### src/rtl/alu_wb_stage.sv
// Writeback stage behind the ALU: in-order result FIFO feeding the register-file
// write port, with a program-ordered flags register and an unordered-compare counter.
module alu_wb_stage #(
  parameter int DATA_W = 32,
  parameter int RD_W   = 5,
  parameter int DEPTH  = 2
) (
  input  logic                       clk,
  input  logic                       rst_n,
  input  logic                       in_valid,
  output logic                       in_ready,
  input  logic [DATA_W-1:0]          in_result,
  input  logic                       in_zero,
  input  logic [3:0]                 in_alu_op,
  input  logic [RD_W-1:0]            in_rd,
  output logic                       wb_valid,
  input  logic                       wb_ready,
  output logic                       wb_we,
  output logic [DATA_W-1:0]          wb_data,
  output logic [RD_W-1:0]            wb_rd,
  output logic [3:0]                 flags,
  output logic [15:0]                un_cnt,
  input  logic                       flush,
  output logic [$clog2(DEPTH):0]     count
);
  localparam int AW = $clog2(DEPTH);
  localparam int CW = AW + 1;
  localparam logic [3:0] OP_FCMP = 4'b1000;

  typedef struct packed {
    logic [DATA_W-1:0] result;
    logic              zero;
    logic [3:0]        alu_op;
    logic [RD_W-1:0]   rd;
  } wb_ent_t;

  wb_ent_t        mem [DEPTH];
  wb_ent_t        head;
  logic [AW-1:0]  wr_ptr, rd_ptr;
  logic [CW-1:0]  cnt;
  logic [1:0]     code;
  logic           push, pop;

  // flush blocks both sides of the handshake for the cycle it is high
  assign in_ready = (cnt < CW'(DEPTH)) && !flush;
  assign wb_valid = (cnt != '0);
  assign push     = in_valid && in_ready;
  assign pop      = wb_valid && wb_ready && !flush;

  assign head     = mem[rd_ptr];
  assign code     = head.result[1:0];
  // Gate with wb_valid so stale slot contents never reach the port
  assign wb_data  = wb_valid ? head.result : '0;
  assign wb_rd    = wb_valid ? head.rd : '0;
  assign wb_we    = wb_valid && (head.rd != '0);
  assign count    = cnt;

  always_ff @(posedge clk) begin
    if (push) mem[wr_ptr] <= '{result: in_result, zero: in_zero, alu_op: in_alu_op, rd: in_rd};
  end

  always_ff @(posedge clk or negedge rst_n) begin
    if (!rst_n) begin
      wr_ptr <= '0;
      rd_ptr <= '0;
      cnt    <= '0;
    end else if (flush) begin
      wr_ptr <= '0;
      rd_ptr <= '0;
      cnt    <= '0;
    end else begin
      if (push) wr_ptr <= wr_ptr + AW'(1);
      if (pop)  rd_ptr <= rd_ptr + AW'(1);
      case ({push, pop})
        2'b10:   cnt <= cnt + CW'(1);
        2'b01:   cnt <= cnt - CW'(1);
        default: cnt <= cnt;
      endcase
    end
  end

  // Flags only move on retirement so they follow program order
  always_ff @(posedge clk or negedge rst_n) begin
    if (!rst_n) begin
      flags  <= 4'b0000;
      un_cnt <= 16'h0000;
    end else if (pop) begin
      if (head.alu_op == OP_FCMP) begin
        flags <= {code == 2'b11, code == 2'b10, code == 2'b01, code == 2'b00};
        if (code == 2'b11 && un_cnt != 16'hFFFF) un_cnt <= un_cnt + 16'd1;
      end else begin
        flags[0] <= head.zero;
      end
    end
  end
endmodule

### config.mk
export PLATFORM = sky130hd
export DESIGN_NAME = alu_wb_stage
export DESIGN_NICKNAME = d
export VERILOG_FILES = /design/src/rtl/alu_wb_stage.sv
export SDC_FILE = /design/constraint.sdc
export NUM_CORES = 1
export LEC_CHECK = 0
export ABC_AREA = 1
export BUFFER_PORTS_ARGS = -buffer_cell sky130_fd_sc_hd__buf_2
export CAP_MARGIN = 30
export CORE_MARGIN = 1
export CORE_UTILIZATION = 35
export CTS_BUF_LIST = sky130_fd_sc_hd__clkbuf_2 sky130_fd_sc_hd__clkbuf_4 sky130_fd_sc_hd__clkbuf_8
export DETAILED_ROUTE_END_ITERATION = 7
export GPL_TIMING_DRIVEN = 1
export HOLD_SLACK_MARGIN = 0.02
export PLACE_DENSITY_LB_ADDON = 0.08
export SLEW_MARGIN = 20
export SYNTH_ARGS = -nofsm -noshare
export SYNTH_HDL_FRONTEND = slang
export SYNTH_SLANG_ARGS = --single-unit
### constraint.sdc
create_clock -name clk -period 5.8 [get_ports clk]
set_clock_uncertainty 0.2 [all_clocks]
set_input_delay 0.87 -clock clk [delete_from_list [all_inputs] [get_ports clk]]
set_output_delay 0.87 -clock clk [all_outputs]
set_load 0.02 [all_outputs]
==> out/qor.txt <==
Post-DP HPWL: 6.55 mm
Post-Syn Area: 4610 um2
Clk sinks: 108
Max-Cap Viols: 0
Drt pass-1 iters: 4
Layout cells sized above 1: 27.2%
Maximum VDD drop: 0.211 mV
Final routed DRC violation total: 0
Total number of vias: 3299
Crit-path max FO: 44
Synth unique cells: 31
Post-CTS Setup Bufs: 0
CTS root buf: clkbuf_8
DRT Wirelength: 9.94 mm
Detailed Route Iter0 Violations: 177
Worst EP arrival: 2.20 ns
Mapped Nets: 482
Max-slew violations: 0
Fmax: 0.306 GHz
Cell Pwr Density: 317 nW/um2
Post-DR vias/cell: 4.59
Clk Latency, worst-skew pair: 0.36 ns
Post-route ant nets: 0
Hold Vio Cnt, Final: 0
Largest net degree at the start of global routing: 45
Area grow syn2layout: 20.4%
Hold Buf Count CTS: 0
Die H: 117 um
Sequential share of the synthesized area: 67.7%
Worst Tran Pin Value: 0.674 ns
Min-Delay Path Class: in2async
Slew HR: 55.0%
Yosys top cell by area: edfxtp_1
Detailed-route wire length per cell: 13.8 um
WP data required: 4.73 ns
PortBufs: 108
Final Cycle Share: 56.3%
Width of the die: 117 um
Antenna violations before repair: 0
Crit start category: register
Starting Density: 36.3%
Outcome: finished clean
Top cell type's share of synthesized area: 54.7%
TNS Setup: 0 ns
Fin nets: 590
CTS tree: yes
Core Box Area: 12700 um2
Site Rows: 41
GPL Wtd Cong: 0.728
Final setup vio count: 0
Synth top area cells: edfxtp_1, dfrtp_1, nand2_1, a21oi_1, nand3_1
Ys Warns: 0
Mapped Cells: 434
Min cycle time layout: 3.27 ns
CTS Buf Count: 9
Crit. End Element: output port
Setup CP Type: reg2out
Clock-pin slew on the worst setup and hold paths: 0.10 ns
Vias in the first global route: 3244
Synth Register Bits: 108
Placed cells: 702
First-pass GRT wire length: 15.7 mm
N_diodes: 0
Clock buffer depth: 2
Ports: 109
Syn_area_per_cell: 10.6 um2
Non-filler cells, final: 719
P_leak: 0.00239 uW
# H-tree levels: 3
RSZ-0062 raised after global routing: false
Grt ovf: 0
Hold Slack: 0.288 ns
Die ar.: 13600 um2
Cts repair resizes: 0
Total track usage: 15.4%
-- stage by stage --
| step | total power (uW) | util (%) | instance area, um2 | worst slack (ns) |
|---|---|---|---|---|
| 2_1_floorplan | 1160 | - | 4610 | 1.96 |
| 3_3_place_gp | 1300 | 41.8 | 5320 | 2.91 |
| 3_5_place_dp | 1300 | 41.8 | 5320 | 2.90 |
| 4_1_cts | 1780 | 43.4 | 5530 | 2.47 |
| 5_1_grt | 1850 | 43.7 | 5550 | 2.37 |
| 6_report | 1760 | 43.7 | 5550 | 2.53 |
-- sequential cells by signal, summed over array words and instances (netlist names) --
register,flops
wr_ptr,1
rd_ptr,1
count,2
un_cnt,16
mem,84
flags,4
-- kinds of logic after synthesis --
logic type / count (synthesis) / synth area share (%)
AOI/OAI and AO/OA: 49 / 5.64
xor gates and xnor gates: 4 / 0.760
adders and majority gates: 1 / 0.271
buffers and inverters: 37 / 3.83
DFF: 108 / 67.7
muxes: 2 / 0.434
and+or+nand+nor: 233 / 21.4
-- critical path: stages (launching register included) --
cell	delay (ns)
dfrtp_1	0.37
buf_4	0.26
inv_2	0.57
nand2_1	0.15
nand2_1	0.09
nor2_1	0.05
a31oi_1	0.13
buf_2	0.18
-- cells in the final DEF (no fill, tap or decap), types with 2 or more instances in the layout --
cell type / count
a21oi_1: 32
a31oi_1: 2
buf_2: 108
buf_4: 3
clkbuf_8: 9
clkinvlp_4: 2
dfrtp_1: 24
edfxtp_1: 84
inv_1: 16
inv_2: 5
inv_8: 2
mux2i_1: 2
nand2_1: 158
nand2_2: 3
nand3_1: 24
nand3b_1: 3
nand4_1: 6
nor2_1: 29
nor2_2: 3
nor2_4: 5
o21ai_0: 11
o21ai_2: 2
xor2_1: 3
-- routing by layer --
layer	share of wire (%)	GRT usage [%]
met1	44	17.8
met2	51	27.6
met3	4.9	4.43
met4	0.82	4.56
met5	0	0
-- path summary, 6_finish.rpt --
path,startpoint,end,slack (ns),cells after the start
max in group asynchronous,rst_n,un_cnt[7],4.74,1
min in group clk,flags[1],flags[1],0.30,2
worst min register to register,flags[1],flags[1],0.30,2
worst min-delay path,rst_n,un_cnt[8],0.29,1
worst max-delay path,rd_ptr,wb_we,2.53,7
worst max register to register,rd_ptr,un_cnt[13],3.36,10
-- Yosys cell counts, drive strengths merged --
cell / number
nand2: 163
nor2: 37
buf: 9
edfxtp: 84
a31oi: 2
inv: 22
mux2i: 2
o21bai: 1
nand4: 6
nand3b: 3
o21a: 1
nand3: 24
a21oi: 32
o21ai: 13
xor2: 3
clkbuf: 6
xnor2: 1
dfrtp: 24
ha: 1
-- where the power goes --
group	total, uW	internal (uW)	switching (uW)
combinational	390	118	272
sequential	901	882	19.1
clock	468	206	261
total	1760	1210	552
-- area by class of cell --
cell class	count	area, um2
Clock buffer	9	124
Clock inverter	7	81.3
Fill cell	1272	7170
Inverter	22	85.1
Multi-Input combinational cell	289	1340
Sequential cell	108	3120
Tap cell	172	215
Timing Repair Buffer	112	591
No activity file was read; power rests on OpenSTA's default activity.
